**src/rtl/div16_seq.sv**
```systemverilog
// div16_seq -- iterative 16-bit restoring divider for the level4 ALU.
//
// Retires one quotient bit per clock, MSB first. Each step does a 17-bit
// trial subtraction. Operands come in over a valid/ready handshake and results
// leave over a second valid/ready handshake. Only one operation is in flight
// at a time.
//
// Optional build macro: DIV16_SIGNED_EN
//   undefined : unsigned operands, latency 16 (accept edge to out_valid)
//   defined   : two's-complement operands. A FIXUP state after the iterations
//               restores the signs, so latency is 17. The quotient truncates
//               toward zero and the remainder takes the sign of the dividend.
//
// Ports:
//   clk       in   clock, rising edge
//   rst_n     in   asynchronous active-low reset
//   in_valid  in   operand pair valid
//   in_ready  out  divider can accept operands (IDLE only)
//   in_a      in   dividend
//   in_b      in   divisor
//   out_valid out  result valid (DONE only)
//   out_ready in   consumer accepts result
//   out_quot  out  quotient
//   out_rem   out  remainder
//   out_dbz   out  divide-by-zero flag, qualified by out_valid
module div16_seq #(
   parameter int WIDTH = 16,
   parameter int CNT_W = 5
) (
   input  logic             clk,
   input  logic             rst_n,
   input  logic             in_valid,
   output logic             in_ready,
   input  logic [WIDTH-1:0] in_a,
   input  logic [WIDTH-1:0] in_b,
   output logic             out_valid,
   input  logic             out_ready,
   output logic [WIDTH-1:0] out_quot,
   output logic [WIDTH-1:0] out_rem,
   output logic             out_dbz
);

   typedef enum logic [1:0] {IDLE, BUSY, FIXUP, DONE} state_t;

   state_t           state_q, state_d;
   logic [WIDTH-1:0] rem_q;
   logic [WIDTH-1:0] quot_q;   // dividend shift register, becomes the quotient
   logic [WIDTH-1:0] div_q;
   logic [CNT_W-1:0] cnt_q;
   logic             dbz_q;
   logic [WIDTH:0]   trial;
   logic             last_iter;
   logic [WIDTH-1:0] a_core;
   logic [WIDTH-1:0] b_core;

   // Shifts the next dividend bit into the partial remainder and subtracts
   // the divisor. Bit WIDTH set means the result went negative.
   function automatic logic [WIDTH:0] trial_sub(input logic [WIDTH-1:0] rem,
                                                input logic             nxt,
                                                input logic [WIDTH-1:0] b);
      trial_sub = {rem, nxt} - {1'b0, b};
   endfunction

`ifdef DIV16_SIGNED_EN
   logic sign_q_q;
   logic sign_r_q;

   function automatic logic [WIDTH-1:0] neg_if(input logic [WIDTH-1:0] v,
                                               input logic             s);
      neg_if = s ? (~v + 1'b1) : v;
   endfunction

   // The core works on magnitudes. The magnitude of -32768 is 0x8000 read as
   // unsigned. A zero divisor keeps the raw dividend so that the remainder
   // comes out as in_a unchanged.
   assign a_core = (in_b == '0) ? in_a : neg_if(in_a, in_a[WIDTH-1]);
   assign b_core = neg_if(in_b, in_b[WIDTH-1]);
`else
   assign a_core = in_a;
   assign b_core = in_b;
`endif

   assign trial     = trial_sub(rem_q, quot_q[WIDTH-1], div_q);
   assign last_iter = (cnt_q == CNT_W'(WIDTH - 1));

   always_ff @(posedge clk or negedge rst_n) begin
      if (!rst_n) state_q <= IDLE;
      else        state_q <= state_d;
   end

   always_comb begin
      state_d   = state_q;
      in_ready  = 1'b0;
      out_valid = 1'b0;
      case (state_q)
         IDLE: begin
            in_ready = 1'b1;
            if (in_valid) state_d = BUSY;
         end
         BUSY: begin
            if (last_iter) begin
`ifdef DIV16_SIGNED_EN
               state_d = FIXUP;
`else
               state_d = DONE;
`endif
            end
         end
         FIXUP: state_d = DONE;
         DONE: begin
            out_valid = 1'b1;
            if (out_ready) state_d = IDLE;
         end
         default: state_d = IDLE;
      endcase
   end

   always_ff @(posedge clk or negedge rst_n) begin
      if (!rst_n) begin
         rem_q  <= '0;
         quot_q <= '0;
         div_q  <= '0;
         cnt_q  <= '0;
         dbz_q  <= 1'b0;
`ifdef DIV16_SIGNED_EN
         sign_q_q <= 1'b0;
         sign_r_q <= 1'b0;
`endif
      end else begin
         case (state_q)
            IDLE: begin
               if (in_valid) begin
                  quot_q <= a_core;
                  div_q  <= b_core;
                  rem_q  <= '0;
                  cnt_q  <= '0;
                  dbz_q  <= (in_b == '0);
`ifdef DIV16_SIGNED_EN
                  sign_q_q <= in_a[WIDTH-1] ^ in_b[WIDTH-1];
                  sign_r_q <= in_a[WIDTH-1];
`endif
               end
            end
            BUSY: begin
               cnt_q <= cnt_q + 1'b1;
               if (!trial[WIDTH]) begin
                  rem_q  <= trial[WIDTH-1:0];
                  quot_q <= {quot_q[WIDTH-2:0], 1'b1};
               end else begin
                  rem_q  <= {rem_q[WIDTH-2:0], quot_q[WIDTH-1]};
                  quot_q <= {quot_q[WIDTH-2:0], 1'b0};
               end
            end
`ifdef DIV16_SIGNED_EN
            FIXUP: begin
               if (!dbz_q) begin
                  quot_q <= neg_if(quot_q, sign_q_q);
                  rem_q  <= neg_if(rem_q, sign_r_q);
               end
            end
`endif
            default: ;
         endcase
      end
   end

   assign out_quot = quot_q;
   assign out_rem  = rem_q;
   assign out_dbz  = dbz_q;

endmodule
```
**config.mk**
```make
export PLATFORM = sky130hd
export DESIGN_NAME = div16_seq
export DESIGN_NICKNAME = d
export VERILOG_FILES = /design/src/rtl/div16_seq.sv
export SDC_FILE = /design/constraint.sdc
export NUM_CORES = 1
export LEC_CHECK = 0
export CORE_MARGIN = 2
export CORE_UTILIZATION = 45
export DETAILED_ROUTE_END_ITERATION = 12
export DONT_BUFFER_PORTS = 1
export SETUP_SLACK_MARGIN = 0.3
export SYNTH_ARGS = -nofsm -noshare
export SYNTH_HDL_FRONTEND = slang
export SYNTH_SLANG_ARGS = --single-unit
```
**constraint.sdc**
```tcl
create_clock -name clk -period 3.4 [get_ports clk]
set_input_delay 0.34 -clock clk [delete_from_list [all_inputs] [get_ports clk]]
set_output_delay 0.34 -clock clk [all_outputs]
set_load 0.02 [all_outputs]
```
Word level (Yosys, flattened, before mapping)
Cells that the tools add are included.
Widths: inputs -> output; s select.
- register bits after elaboration: 56
- bits of input ports: 36
- word-level logic and storage cells: 35
- output and inout port bits: 35
- equality and inequality tests: 7
- reductions and logical operators: 6
- mux-type cells: 14
- add/sub/neg operators: 2
- operators with widths (kind ; number):
    $pmux 16 s2 ; 2
    $mux 16 ; 3
    $sub 17x16->17 ; 1
    $logic_not 16->1 ; 1
    $pmux 5 s2 ; 1
    $pmux 2 s4 ; 1
    $mux 2 ; 3
    $ne 2x2->1 const B ; 3
    $add 5x1->5 const B ; 1
    $eq 5x4->1 const B ; 1
    $mux 5 ; 1
    $eq 2x2->1 const B ; 2
    $reduce_and 2->1 ; 2
    $mux 1 ; 3
    $reduce_and 3->1 ; 1
    $eq 2x1->1 const B ; 1
    $logic_not 2->1 ; 1
    $reduce_bool 2->1 ; 1

Longest topological paths before layout
- word-level depth: 3
- depth in mapped cells: 11
- mapped depth without buffers: 10

Least setup slack after synthesis
OpenSTA, ideal clock, no wires.
- path kind: reg2reg
- start point: register quot_q[15], in the netlist out_quot[15]
- end point: register rem_q[14], in the netlist out_rem[14]
- clock period less this slack: 2.643 ns
- arrival time: 2.577 ns
- stages on the path, launching flop included: 11
- library setup time: 0.067 ns
- data required time: 3.333 ns
- buffers on the path: 0
- path slack: 0.757 ns
- cells stage by stage: dfrtp_1 > inv_1 > ha_1 > inv_1 > fa_1 > a211oi_1 > o211ai_2 > a21boi_2 > mux2_4 > a2111oi_4 > a221o_1
- cells in the longest elaborated chain, start to end: 3
- ends and longest elaborated chain (what ; line ; source):
    start, declared ; 47 ; logic [WIDTH-1:0] quot_q;
    start signal, assigned ; 133 ; quot_q <= a_core;
    start signal, assigned ; 148 ; quot_q <= {quot_q[WIDTH-2:0], 1'b1};
    start signal, assigned ; 151 ; quot_q <= {quot_q[WIDTH-2:0], 1'b0};
    $sub 17x16->17 ; 61 ; trial_sub = {rem, nxt} - {1'b0, b};
    $mux 16 ; 146 ; if (!trial[WIDTH]) begin
    $pmux 16 s2 ; 130 ; case (state_q)
    end signal, assigned ; 147 ; rem_q <= trial[WIDTH-1:0];
    end signal, assigned ; 150 ; rem_q <= {rem_q[WIDTH-2:0], quot_q[WIDTH-1]};
    end, declared ; 46 ; logic [WIDTH-1:0] rem_q;
Every way passes these cells.
A chain may end at the register's enable or synchronous reset.

Final worst setup path
Same ends and word-level chain as after synthesis.

==> out/qor.csv <==
metric;value;unit
run status;finished, final reports clean;
die area;8780;um2
Port Buffers;0;
Hold Crit Class;in2reg;
Synth top cells by count;dfrtp_1 (56), nand2_1 (53), o21ai_0 (28);
post-CTS setup buffer count;0;
Synth Area in XOR/XNOR;2.18;%
Yosys top cell area share;38.7;%
simple-gate portion of the synthesized area;13.4;%
top cells by area, synth;dfrtp_1 (39%), ha_1 (7.6%), nand2_1 (5.5%), mux2_2 (5.3%), mux2i_1 (4.7%);
WL final;8320;um
GRT overflow;0;
Mapped Cells;376;
multiplexer share of the synthesized area;11.4;%
Starting Density;46.6;%
reg-to-reg setup timing slack;0.54;ns
crit-path max cell delay;0.48;ns
TritonCTS Buffers;5;
Critical Path RT;3.65;ns
CTS tree;done;
Cell variety after synth;57;
critical path class;reg2reg;
first-pass GRT wire length;13800;um
largest net degree at the start of global routing;57;
Sink Count;56;
Tmin final;2.86;ns
r2r endpoint;out_rem[14];
RSZ-0062 raised after global routing;false;
H-Tree Depth;2;
Core Rows;32;
nets;435;
Die W;93.7;um
Pwr Density;1080;nW/um2
VDD IR-drop max;0.421;mV
Initial DRT Pass Iterations;4;
dpl hpwl;6250;um
Core Box Area;7770;um2
Area Growth Syn to Fin;7.08;%
DR DRC count;0;
RePlAce Congestion;0.852;
CP max FO;3;
setup tns final;0;ns
worst path bufs/invs;2;
fmax;0.350;GHz
post-DR wirelength/cell;17.4;um
Ys Warns;0;
Total GRT Usage;20.0;%
EDFF count, synth;0;
CP max-delay cell;dfrtp_1;
setup violators final;0;
Synth Flop Type;dfrtp_1;
Synth Area in Adders;8.15;%
Leakage;1.73;nW
number of fillers in the final layout;752;
CTS Hold Bufs;2;
fraction of layout cells with a size suffix above 1;14.3;%
Layout Cells excl Fill;479;
clk_lat worst skew;0.30;ns
placed cells;469;
WHS Path Cells;1;
actual slew at the worst max-slew pin;0.731;ns
most common cell in the synthesized netlist;dfrtp_1;
Async SR Flop Fraction;100;%
clock-pin slew on the worst setup and hold paths;0.10;ns
initial antenna violation count;0;
max-slew violation count;0;
final hold violations;0;
total power;4.19;mW
dominant cell type by area after synthesis;dfrtp_1;
largest family of logic cells by synthesized area;compound AO/OA/AOI/OAI gates;
DR vias;2693;
Vias/cell;5.62;
DRT iter0 DRCs;144;
num ports;71;
sequential fraction of the synthesis area;38.7;%
cell mode on critical path;inv_1;
ANT cells;0;
Setup crit end kind;flip-flop;
critical path launch point type;flip-flop;
CTS Root Cell;clkbuf_8;
max-cap viol count;0;
Longest Clk Path Bufs;2;
reg2reg start;out_quot[15];
register bit total from synthesis;56;
compound-gate portion of the synthesized area;21.6;%
fin crit share;84.1;%
Crit. Startpoint;out_quot[15];
number of global-route vias before repair;2635;
Die Ht;93.7;um
Arr. time, crit path;3.11;ns
Mapped Area;3620;um2
Largest delay share family, worst path;compound AO/OA/AOI/OAI gates;
Hold Startpoint;in_b[1];
CP Cell Sequence;inv_1 > ha_1 > inv_1 > fa_1 > a211oi_1 > o211ai_2 > a21boi_2 > mux2_4 > a2111oi_4 > a221o_1;
Worst Hold End;div_q[1];
fin util;49.9;%
R2R depth;10;
Slew HR;51.2;%
Hold WS;0.175;ns
clock skew;0.00803;ns
Syn Nets;435;
Mean Syn Cell Area;9.63;um2
post-CTS sizing;0;
post-route ant nets;0;
## layout make-up
cell class | count | area, um2 | share of cell area, %
inverter | 24 | 90.1 | 2.32
timing repair buffer | 8 | 82.6 | 2.13
clock buffer | 6 | 72.6 | 1.87
multi-input combinational | 281 | 2070 | 53.4
clock inverter | 2 | 35.0 | 0.903
sequential | 56 | 1400 | 36.1
tap | 102 | 128 | 3.29
## stage by stage
stage / setup slack (ns) / instance area, um2
after floorplan: 0.757 / 3620
after CTS: 0.524 / 3880
after global routing: 0.306 / 3880
after global placement: 0.629 / 3730
final: 0.540 / 3880
after detailed placement: 0.565 / 3730
## flip-flops by register name, indices dropped and copies added, names as in the netlist
name and cells:
state_q 2, out_dbz 1, div_q 16, out_rem 16
out_quot 16, cnt_q 5
## worst max-delay path by stage
stage,to,slack (ns),cells after the start
finish,out_rem[14],0.54,10
global route,out_rem[14],0.31,10
global placement,out_rem[14],0.63,10
floorplan,out_rem[14],0.76,10
CTS,out_rem[14],0.52,10
detailed placement,out_rem[14],0.57,10
## cell families after synthesis
group	count (synthesis)
compound gates	110
simple gates	102
flops	56
buf+inv	39
mux	37
fa+ha+maj	23
xor+xnor	9
## power breakdown
part           total [mW]  internal (mW)  switching, mW
registers            1.36          0.943          0.417
clock network       0.432          0.219          0.213
logic                2.40          0.990           1.41
## cells in the final DEF, fill, tap and decap left out, types with 6 or more instances in the layout
| master | count |
|---|---|
| dfrtp_1 | 56 |
| nor3_1 | 9 |
| nor2_1 | 11 |
| o21a_1 | 6 |
| mux2i_1 | 17 |
| mux2_2 | 17 |
| buf_4 | 6 |
| nand2_1 | 53 |
| o21ai_0 | 28 |
| inv_1 | 24 |
| o211ai_1 | 9 |
| xnor2_1 | 7 |
| ha_1 | 22 |
| a21oi_1 | 19 |
## worst reg2reg max path: stages, from the launching register on
cell and delay [ns]:
dfrtp_1 0.48, inv_1 0.11, ha_1 0.16, inv_1 0.05
fa_1 0.41, a211oi_1 0.36, o211ai_2 0.16, a21boi_2 0.23
mux2_4 0.33, a2111oi_4 0.31, a221o_1 0.19
## routing by layer
layer	vias up	part of all wire (%)	GRT usage (%)
met4	0	0.46	5.19
met3	2	3.3	3.69
met1	1296	48	29.2
met5	-	0	0
li1	1363	-	-
met2	32	48	30.7
Note: power is estimated with default switching activity, not from simulation.
